`src/rtl/data_mem_arbiter.sv`:
```
// data_mem_arbiter: shares the L1 data memory between CPU load/store and DMA bursts,
// with a bounded wait before DMA is force-granted over a busy CPU.
module data_mem_arbiter #(
  parameter int DATA_ADDR_WIDTH = 32,
  parameter int LEN_WIDTH = 8,
  parameter int NUM_WORDS = 128,
  parameter int MAX_WAIT = 16
) (
  input  logic                       cpu_clk,
  input  logic                       cpu_rst,
  input  logic                       cpu_mem_req,
  input  logic                       cpu_mem_write,
  output logic                       cpu_stall,
  input  logic                       dma_req,
  input  logic                       dma_dir,
  input  logic [DATA_ADDR_WIDTH-1:0] dma_base_addr,
  input  logic [LEN_WIDTH-1:0]       dma_len,
  output logic                       dma_grant,
  input  logic                       dma_beat_valid,
  output logic                       dma_beat,
  output logic                       dma_done,
  output logic [DATA_ADDR_WIDTH-1:0] dma_data_mem_raddr,
  output logic [DATA_ADDR_WIDTH-1:0] dma_data_mem_waddr,
  output logic                       data_mem_read_ctrl_by,
  output logic                       data_mem_write_ctrl_by,
  output logic                       data_mem_write
);
  localparam int WW = $clog2(MAX_WAIT) + 1;
  localparam logic [DATA_ADDR_WIDTH-1:0] NW = DATA_ADDR_WIDTH'(NUM_WORDS);
  localparam logic [DATA_ADDR_WIDTH-1:0] LAST = DATA_ADDR_WIDTH'(NUM_WORDS - 1);
  typedef enum logic [1:0] {IDLE, ARB, BURST, DONE} state_t;
  state_t state_q, state_d;
  logic dir_q, dir_d;
  logic [DATA_ADDR_WIDTH-1:0] cur_addr_q, cur_addr_d;
  logic [LEN_WIDTH-1:0] remaining_q, remaining_d;
  logic [WW-1:0] wait_cnt_q, wait_cnt_d;
  logic burst;
  always_ff @(posedge cpu_clk) begin
    if (cpu_rst) begin
      state_q <= IDLE;
      dir_q <= 1'b0;
      cur_addr_q <= '0;
      remaining_q <= '0;
      wait_cnt_q <= '0;
    end else begin
      state_q <= state_d;
      dir_q <= dir_d;
      cur_addr_q <= cur_addr_d;
      remaining_q <= remaining_d;
      wait_cnt_q <= wait_cnt_d;
    end
  end
  always_comb begin
    state_d = state_q;
    dir_d = dir_q;
    cur_addr_d = cur_addr_q;
    remaining_d = remaining_q;
    wait_cnt_d = wait_cnt_q;
    case (state_q)
      IDLE: if (dma_req) begin
        state_d = ARB;
        dir_d = dma_dir;
        cur_addr_d = dma_base_addr % NW;
        remaining_d = dma_len;
        wait_cnt_d = '0;
      end
      ARB: begin
        if (remaining_q == '0) state_d = DONE;
        else if (!cpu_mem_req || wait_cnt_q == WW'(MAX_WAIT - 1)) state_d = BURST;
        else wait_cnt_d = wait_cnt_q + WW'(1);
      end
      BURST: if (dma_beat_valid) begin
        cur_addr_d = (cur_addr_q == LAST) ? '0 : cur_addr_q + DATA_ADDR_WIDTH'(1);
        remaining_d = remaining_q - LEN_WIDTH'(1);
        if (remaining_q == LEN_WIDTH'(1)) state_d = DONE;
      end
      default: state_d = IDLE;
    endcase
  end
  assign burst = (state_q == BURST);
  assign dma_grant = burst;
  assign data_mem_read_ctrl_by = burst;
  assign data_mem_write_ctrl_by = burst;
  assign cpu_stall = burst & cpu_mem_req;
  assign dma_beat = burst & dma_beat_valid;
  assign dma_done = (state_q == DONE);
  assign data_mem_write = burst ? (dir_q & dma_beat_valid) : (cpu_mem_req & cpu_mem_write);
  assign dma_data_mem_raddr = cur_addr_q;
  assign dma_data_mem_waddr = cur_addr_q;
endmodule

```
`config.mk`:
```
export PLATFORM = sky130hd
export DESIGN_NAME = data_mem_arbiter
export DESIGN_NICKNAME = d
export VERILOG_FILES = /design/src/rtl/data_mem_arbiter.sv
export SDC_FILE = /design/constraint.sdc
export NUM_CORES = 1
export LEC_CHECK = 0
export CORE_MARGIN = 5
export CORE_UTILIZATION = 30
export CTS_CLUSTER_DIAMETER = 30
export CTS_CLUSTER_SIZE = 28
export DETAILED_ROUTE_END_ITERATION = 8
export GPL_TIMING_DRIVEN = 0
export PLACE_DENSITY = 0.67
export RECOVER_POWER = 50
export SYNTH_ARGS = -nofsm -noshare
export SYNTH_HDL_FRONTEND = slang
export SYNTH_SLANG_ARGS = --single-unit
```
`constraint.sdc`:
```
create_clock -name cpu_clk -period 2 [get_ports cpu_clk]
set_clock_uncertainty 0.05 [all_clocks]
set_input_delay 0.2 -clock cpu_clk [delete_from_list [all_inputs] [get_ports cpu_clk]]
set_output_delay 0.2 -clock cpu_clk [all_outputs]
set_load 0.01 [all_outputs]
```
==> flow_summary.ini, run 1 <==
[run_status]
status = complete, but fails checks
violations = setup timing

[cells_and_area]
finalNetCount = 605
layout-drive-gt1-share_pct = 31.6
antenna_cells = 0
fill_cells = 975
layout_common_cells = clkdlybuf4s50_1 (89), buf_4 (61), nand2_1 (37), nor2_1 (32), dfxtp_1 (22)
final_common_cell = clkdlybuf4s50_1
syn_to_final_growth_pct = 62.7

[yosys]
ys_ff_latch = 48
synthFlopType = dfxtp_1
synthesis.nets = 472
synth_edf_count = 0
avgSynthCellArea_um2 = 7.71
syn-cell-area_mm2 = 0.00321
yosysTopAreaCell = dfxtp_1
syn_inst = 416
yosysUniqueCellTypes = 57
synth_seq_area_share_pct = 30.0
synth_async_sr_flop_share_pct = 0
synth_area_leaders = dfxtp_1 (30%), buf_4 (8.0%), nand2_1 (4.4%)
synth_top_area_share_pct = 30.0
yosysWarnings = 0

[worst_setup_path]
critPathKind = reg -> reg
critPathMaxFanout = 6
endpoint_kind = register
crit_path_max_incr_delay_ps = 560
worstPathCellList = ha_4 > nand3_4 > or2_4 > or4_4 > buf_12 > buf_8 > a32oi_1 > o41ai_1
cp_slowest_cell = or4_4
critPathLaunchType = register
worstPathRequired_ps = 2150
arrival_ps = 2260

[floorplan]
rows = 37
die_height_um = 113
pin_count = 118
die_area_mm2 = 0.0129
initial_core_util_pct = 30.9
die-width_um = 113
core-area_mm2 = 0.0104

[power_and_ir_drop]
p_leak_nw = 1.79
vdd_drop_max_v = 0.000580
cellPowerDensity_mw_per_mm2 = 949
power_w = 0.00495

[routing]
drcViolationCount = 0
wl_per_cell_um = 16.4
drt_iter0_markers = 249
wl_um = 11300
ant_nets = 0
vias = 3751
dr.pass1.iters = 5
drt-vias-per-instance = 5.47

[hold_path]
hold_class = in -> reg

[placed_design]
hpwl_um = 7600
finalWeightedCongestion = 0.874
dpl_worst_slack_ps = -363
port_buffers = 92

[timing]
rsz0062_at_grt = true
slew_headroom_pct = 58.0
worst_pin_slew_ps = 630
final-setup-viol-count = 28
finalCritPeriodShare_pct = 106
finalWorstSetupSlack_ps = -110
final-hold-violation-count = 0
fmax_mhz = 474
timing.final.crit_period_ps = 2110
drv_slew = 0

[global_route]
grt_overflow = 0
grt_pass1_wl_um = 17000
grt_pass1_vias = 3430
track_usage_pct = 15.7
antenna_found_initial = 0
grt_max_degree = 15

[clocking]
cts_buffer_depth = 2
cts_num_sinks = 48
hold_buffers = 0
cts_buffers = 5
cts-root-buf = clkbuf_8
worstSkewPairLatency_ps = 310
htreeDepth = 2
path_clk_slew_ps = 90
tritoncts = done

[run]
max_cap_violations = 0
-- area by class of cell --
| type | count | area [µm²] | share of cell area (%) |
|---|---|---|---|
| clock inverters | 2 | 35.0 | 0.672 |
| repair buffers | 126 | 1230 | 23.6 |
| plain buffers | 53 | 440 | 8.44 |
| flip-flops and latches | 48 | 1020 | 19.6 |
| well taps | 136 | 170 | 3.26 |
| multi-input cells | 302 | 2190 | 42.0 |
| clock buffers | 6 | 72.6 | 1.39 |
| inverters | 13 | 52.6 | 1.01 |
-- cell families after synthesis --
family                   after synthesis  synth area share [%]
adder cells (fa/ha/maj)                9                  3.51
AO/OA/AOI/OAI                         78                  16.2
flip-flops                            48                  30.0
XOR/XNOR                              12                  3.28
buffers and inverters                 67                  12.6
AND/OR/NAND/NOR                      196                  32.6
multiplexers                           6                  1.91
-- what timing repair did --
action                                  CTS  global route
resized for setup                        56            67
buffers inserted                         11            19
pin swaps                                12            35
endpoints found under the setup margin   47            49
cloned                                    4             1
-- where the power goes --
| group | internal [W] | switching, W |
|---|---|---|
| logic | 0.00136 | 0.00140 |
| clock network | 0.000372 | 0.000354 |
| registers | 0.00118 | 0.000286 |
| total | 0.00291 | 0.00204 |
-- stage by stage --
| stage | setup TNS, ps | util [%] | area (µm²) | hold WS [ps] | cells |
|---|---|---|---|---|---|
| floorplan | 0 | - | 3270 | 297 | 416 |
| global placement | -4670 | 42.1 | 4360 | 402 | 644 |
| detailed placement | -6900 | 42.1 | 4360 | 412 | 644 |
| CTS | -732 | 46.4 | 4810 | 390 | 667 |
| global route | -3580 | 50.3 | 5220 | 409 | 686 |
| finish | -2020 | 50.3 | 5220 | 396 | 686 |
-- state kept, by name, summed over array words and instances (netlist names) --
signal and flops:
state_q 2, dma_data_mem_raddr 32, dir_q 1, remaining_q 8, wait_cnt_q 5
-- worst max-delay path, delay by kind of cell, from the launching register on --
kind                     cells  cell delay [ps]
buffers and inverters        2              290
adder cells (fa/ha/maj)      1              150
flip-flops                   1              380
AO/OA/AOI/OAI                2              270
AND/OR/NAND/NOR              3              850
-- cells in the mapped netlist, drive strengths merged, types with 2 or more instances --
library cell  number
a21oi             17
inv               13
and4               6
o31ai              2
nand2             39
ha                 9
nor4              15
dfxtp             48
nand2b             6
clkbuf             7
buf               47
nor2              35
or3                5
mux2i              5
o21ai              9
and3               4
nand3             29
nand3b             2
o32ai              2
or4                9
o22ai              3
a211oi             9
nand4             18
nor2b              3
and2               5
or2                5
xnor2             12
nand4b             3
nor3              11
a311oi             2
a31oi             22
-- path summary, 6_finish.rpt --
kind                                             from                     end  slack [ps]  cells past startpoint
worst max-delay path            dma_data_mem_raddr[0]  dma_data_mem_raddr[21]        -110                      8
worst max register to register  dma_data_mem_raddr[0]  dma_data_mem_raddr[21]        -110                      8
worst min-delay path                          dma_dir                   dir_q         400                      3
worst min register to register                  dir_q                   dir_q         430                      2
-- metal layers --
metal,up-vias,part of all wire [%],GRT usage [%]
met5,-,0,0
met1,1785,41,19.9
met4,0,1.2,3.37
met2,168,50,27.5
li1,1783,-,-
met3,15,7.8,3.40
Note: power is estimated with default switching activity, not from simulation.
==> run 2, diff against run 1 <==
--- a/config.mk
+++ b/config.mk
@@ -5,12 +5,13 @@
 export SDC_FILE = /design/constraint.sdc
 export NUM_CORES = 1
 export LEC_CHECK = 0
+export ABC_CLOCK_PERIOD_IN_PS = 2000
 export CORE_MARGIN = 5
 export CORE_UTILIZATION = 30
 export CTS_CLUSTER_DIAMETER = 30
 export CTS_CLUSTER_SIZE = 28
 export DETAILED_ROUTE_END_ITERATION = 8
-export GPL_TIMING_DRIVEN = 0
+export GPL_TIMING_DRIVEN = 1
 export PLACE_DENSITY = 0.67
 export RECOVER_POWER = 50
 export SYNTH_ARGS = -nofsm -noshare
==> run 2 against run 1 <==
The run still ends with setup timing left. Non-clock buffer count is 1 lower. Cell area decreased by 5.3%. Power decreased by 9.8%. Clock-buffer cell count is 1 higher. Sequential cell count did not move. Critical endpoint is now dma_data_mem_raddr[11].
==> flow_summary.ini, run 2 (synthesis results as in run 1) <==
[hold_path]
hold_class = in -> reg

[clocking]
cts_num_sinks = 48
cts-root-buf = clkbuf_8
tritoncts = done
worstSkewPairLatency_ps = 310
htreeDepth = 2
cts_buffers = 5
path_clk_slew_ps = 90
hold_buffers = 0
cts_buffer_depth = 2

[placed_design]
post_dp_cell_area_mm2 = 0.00455
place_inst = 664
finalWeightedCongestion = 0.846
port_buffers = 92
hpwl_um = 7840

[timing]
rsz0062_at_grt = true
finalCritPeriodShare_pct = 102
timing.final.crit_period_ps = 2030
fmax_mhz = 492
drv_slew = 0
worst_pin_slew_ps = 414
finalWorstSetupSlack_ps = -32.7
final-setup-viol-count = 4
final-hold-violation-count = 0
slew_headroom_pct = 72.1

[cells_and_area]
seq_area_um2 = 990
antenna_cells = 0
layout_common_cells = clkdlybuf4s50_1 (89), buf_4 (71), nand2_1 (38), nor2_1 (33), dfxtp_1 (31)
multi_input_area_mm2 = 0.00201
largest_reg_flops = 32
fin_cells = 686
finalNetCount = 605
design_area_mm2 = 0.00494
final_common_cell = clkdlybuf4s50_1
fill_cells = 988
syn_to_final_growth_pct = 54.0
layout-drive-gt1-share_pct = 25.6

[routing]
dr.pass1.iters = 5
drt_iter0_markers = 227
vias = 3695
drt-vias-per-instance = 5.39
ant_nets = 0
drcViolationCount = 0
wl_per_cell_um = 15.6
wl_um = 10700

[floorplan]
rows = 37
die-width_um = 113
die_area_mm2 = 0.0129
core-area_mm2 = 0.0104
die_height_um = 113
pin_count = 118
initial_core_util_pct = 30.9

[global_route]
globalRouteMet2Util_pct = 28.2
top_usage_layer = met2
grt_pass1_wl_um = 17100
grtUsageMet1_pct = 19.3
grt_max_degree = 25
grt_pass1_vias = 3616
grt_overflow = 0
track_usage_pct = 15.9
grt_util_met3_pct = 3.61
antenna_found_initial = 0

[power_and_ir_drop]
vdd_drop_max_v = 0.000611
p_leak_nw = 1.74
cellPowerDensity_mw_per_mm2 = 904

[worst_setup_path]
arrival_ps = 2160
critPathMaxFanout = 7
critPathLaunchType = register
critPathKind = reg -> reg
worstPathRequired_ps = 2130
endpoint_kind = register

[run_status]
violations = setup timing
status = complete, but fails checks

[run]
max_cap_violations = 0
==> run 2: changes by cell type in the layout (fill, tap and decap cells not counted), sizes merged <==
cell and delta:
buf +6, clkinv -1, inv +1, dlygate4sd1 -1
clkbuf -6, bufinv -1, dlygate4sd2 +1, or4 +1
==> run 2: per-stage QoR <==
| step | setup WS [ps] | util (%) | hold slack, ps | power (W) | setup TNS (ps) |
|---|---|---|---|---|---|
| 3_5_place_dp | -65.1 | 43.8 | 405 | 0.00374 | -331 |
| 4_1_cts | -10.8 | 45.2 | 400 | 0.00441 | -27.0 |
| 3_3_place_gp | -19.7 | 43.8 | 400 | 0.00366 | -25.7 |
| 2_1_floorplan | 0.221 | - | 297 | 0.00273 | 0 |
| 5_1_grt | -78.3 | 47.6 | 410 | 0.00480 | -801 |
| 6_report | -32.7 | 47.6 | 401 | 0.00446 | -51.0 |
==> run 2: worst paths after layout <==
path                            slack (ps)              startpoint  depth (start not counted)                endpoint
worst max-delay path                   -30  dma_data_mem_raddr[13]                          6  dma_data_mem_raddr[11]
worst min-delay path                   400                 dma_dir                          3                   dir_q
worst max register to register         -30  dma_data_mem_raddr[13]                          6  dma_data_mem_raddr[11]
worst min register to register         410                   dir_q                          2                   dir_q
==> run 2: layout make-up <==
| class | count | share of cell area (%) |
|---|---|---|
| clock buffers | 7 | 1.75 |
| clock inverters | 1 | 0.152 |
| inverters | 13 | 0.988 |
| multi-input cells | 303 | 40.8 |
| flip-flops and latches | 48 | 20.0 |
| well taps | 136 | 3.45 |
| repair buffers | 178 | 32.8 |
==> run 2: critical path: stages, from the launching register on <==
cell	delay, ps
dfxtp_2	340
nor4_2	300
nand4_1	150
or4_4	570
buf_8	170
a21oi_4	230
a2111oi_0	100
==> run 2: repair_timing <==
action                                  in CTS  in global routing
gates resized for setup                     11                 39
setup buffers                                0                 11
gates cloned                                 2                  1
endpoints found under the setup margin      21                 33
pin swaps                                    3                 20
==> run 2: metal layers <==
layer	vias up	routed length [µm]
met5	-	0
met4	0	157
met3	18	757
met2	164	5380
met1	1735	4400
li1	1778	-
==> run 2: power by group <==
group	leakage (nW)	switching (W)	internal, W
sequential	0.399	0.000209	0.00116
combinational	1.30	0.00126	0.00122
clock	0.0445	0.000342	0.000282
==> run 3, diff against run 2 <==
--- a/config.mk
+++ b/config.mk
@@ -5,14 +5,14 @@
 export SDC_FILE = /design/constraint.sdc
 export NUM_CORES = 1
 export LEC_CHECK = 0
-export ABC_CLOCK_PERIOD_IN_PS = 2000
+export ABC_CLOCK_PERIOD_IN_PS = 1660
 export CORE_MARGIN = 5
-export CORE_UTILIZATION = 30
+export CORE_UTILIZATION = 41
 export CTS_CLUSTER_DIAMETER = 30
 export CTS_CLUSTER_SIZE = 28
 export DETAILED_ROUTE_END_ITERATION = 8
 export GPL_TIMING_DRIVEN = 1
-export PLACE_DENSITY = 0.67
+export PLACE_DENSITY = 0.85
 export RECOVER_POWER = 50
 export SYNTH_ARGS = -nofsm -noshare
 export SYNTH_HDL_FRONTEND = slang
==> constraint.sdc (replaced) <==
create_clock -name cpu_clk -period 1.66 [get_ports cpu_clk]
set_clock_uncertainty 0.05 [all_clocks]
set_input_delay 0.166 -clock cpu_clk [delete_from_list [all_inputs] [get_ports cpu_clk]]
set_output_delay 0.166 -clock cpu_clk [all_outputs]
set_load 0.01 [all_outputs]
==> run 3 against run 2 <==
The flow still finishes with violations (setup timing). Register-to-register slack worse by 340 ps. Sequential cell count unchanged. First-iteration DRC count rose by 44%. Combinational power up 76%. Cell count up 0.58%. Utilization is 26 points higher. Highest routed layer unchanged.
==> flow_summary.ini, run 3 (synthesis results as in run 1) <==
[run_status]
status = complete, but fails checks
violations = setup timing

[worst_setup_path]
critPathLaunchType = register
cp_slowest_cell = or4_4
critPathMaxFanout = 27
ff2ff_path_depth = 6
worstPathCellList = nor4_4 > nand4_1 > or4_4 > buf_12 > a32oi_1 > o41ai_1
r2r_end = dma_data_mem_raddr[21]
worstSetupEndpoint = dma_data_mem_raddr[21]
worstPathRequired_ps = 1810
endpoint_kind = register
cp-startpoint = dma_data_mem_raddr[26]
crit_path_max_incr_delay_ps = 540
arrival_ps = 2180
r2r-start = dma_data_mem_raddr[26]
critPathKind = reg -> reg
ff2ff_setup_slack_ps = -380

[clocking]
tritoncts = done
cts_num_sinks = 48
hold_buffers = 0
cts_buffers = 5
htreeDepth = 2
cts_buffer_depth = 2
cts-root-buf = clkbuf_8
path_clk_slew_ps = 100
worstSkewPairLatency_ps = 320

[placed_design]
hpwl_um = 8440
port_buffers = 92
finalWeightedCongestion = 0.920

[hold_path]
hold_class = in -> reg

[routing]
wl_um = 12900
vias = 4139
drt_iter0_markers = 328
ant_nets = 0
drt-vias-per-instance = 6.00
dr.pass1.iters = 7
wl_per_cell_um = 18.8
drcViolationCount = 0

[timing]
finalWorstSetupSlack_ps = -375
final-hold-violation-count = 0
final-setup-viol-count = 42
timing.final.crit_period_ps = 2040
finalCritPeriodShare_pct = 123
hold_ws_ps = 381
slew_headroom_pct = 68.7
drv_slew = 0
fmax_mhz = 491
fin_tns_setup_ps = -9750
rsz0062_at_grt = true
worst_pin_slew_ps = 465

[cells_and_area]
fill_cells = 505
layout_common_cells = buf_4 (99), clkdlybuf4s50_1 (68), nand2_1 (34), nor2_1 (30)
finalNetCount = 643
layout-drive-gt1-share_pct = 42.3
antenna_cells = 0
largest_reg_flops = 32
syn_to_final_growth_pct = 75.4
final_common_cell = buf_4

[global_route]
antenna_found_initial = 0
grt_pass1_wl_um = 19500
grt_max_degree = 28
grt_overflow = 0
track_usage_pct = 24.0
grt_pass1_vias = 4137

[floorplan]
die_area_mm2 = 0.00969
die_height_um = 98.4
rows = 32
initial_core_util_pct = 41.7
core-area_mm2 = 0.00769
die-width_um = 98.4
pin_count = 118

[power_and_ir_drop]
cellPowerDensity_mw_per_mm2 = 1200
p_leak_nw = 2.17
vdd_drop_max_v = 0.00109

[run]
max_cap_violations = 0
run 3: changes by cell type in the layout (fill, tap and decap cells not counted), sizes merged:
cell | before | now
clkdlybuf4s25 | 0 | 2
dlymetal6s2s | 0 | 4
clkdlybuf4s50 | 89 | 68
buf | 86 | 125
clkbuf | 7 | 9
dlygate4sd2 | 3 | 15
run 3: report_power, final:
part,switching [W],internal [W],leakage [nW],total [W]
clock network,0.000446,0.000340,0.0445,0.000786
logic,0.00215,0.00218,1.73,0.00434
registers,0.000260,0.00139,0.405,0.00165
run 3: how the worst min path moves through the flow:
| stage | startpoint | end | slack [ps] | cells past startpoint |
|---|---|---|---|---|
| floorplan | dma_dir | dir_q | 260 | 2 |
| global placement | dir_q | dir_q | 400 | 2 |
| detailed placement | dir_q | dir_q | 400 | 2 |
| CTS | dma_dir | dir_q | 380 | 3 |
| global route | dma_dir | dir_q | 400 | 3 |
| finish | dma_dir | dir_q | 380 | 3 |
run 3: cell type report:
type / count / area (µm²) / share of cell area [%]
sequential: 48 / 1010 / 18.0
timing repair buffer: 216 / 1950 / 34.7
clock inverter: 1 / 7.51 / 0.133
inverter: 13 / 56.3 / 1.00
multi-input combinational: 303 / 2380 / 42.4
clock buffer: 7 / 86.3 / 1.54
tap: 102 / 128 / 2.27
run 3: layer usage:
metal | share of wire [%] | up-vias | track usage [%]
met1 | 36 | 1965 | 26.4
met2 | 53 | 269 | 44.3
met5 | 0 | - | 0
met4 | 3.5 | 0 | 10.4
met3 | 7.4 | 48 | 5.10
li1 | - | 1857 | -
run 3: critical path, delay by kind of cell, from the launching register on:
kind,cells,cell delay [ps]
flops,1,350
compound gates,2,300
buf+inv,1,180
simple gates,3,1020
run 3: what timing repair did:
action                     CTS  global route
setup endpoints to repair   62            61
gates cloned                 2             0
setup buffers                8             5
pin swaps                   28            19
resized for setup           86            79
run 3: stage by stage:
| step | instances | setup slack (ps) | total power [W] | utilization, % | cell area [µm²] |
|---|---|---|---|---|---|
| CTS | 685 | -293 | 0.00608 | 69.1 | 5320 |
| global placement | 667 | -343 | 0.00492 | 63.7 | 4900 |
| finish | 690 | -375 | 0.00678 | 73.2 | 5620 |
| detailed placement | 667 | -394 | 0.00507 | 63.7 | 4900 |
| floorplan | 416 | -338 | 0.00359 | - | 3410 |
| global route | 690 | -433 | 0.00714 | 73.2 | 5620 |
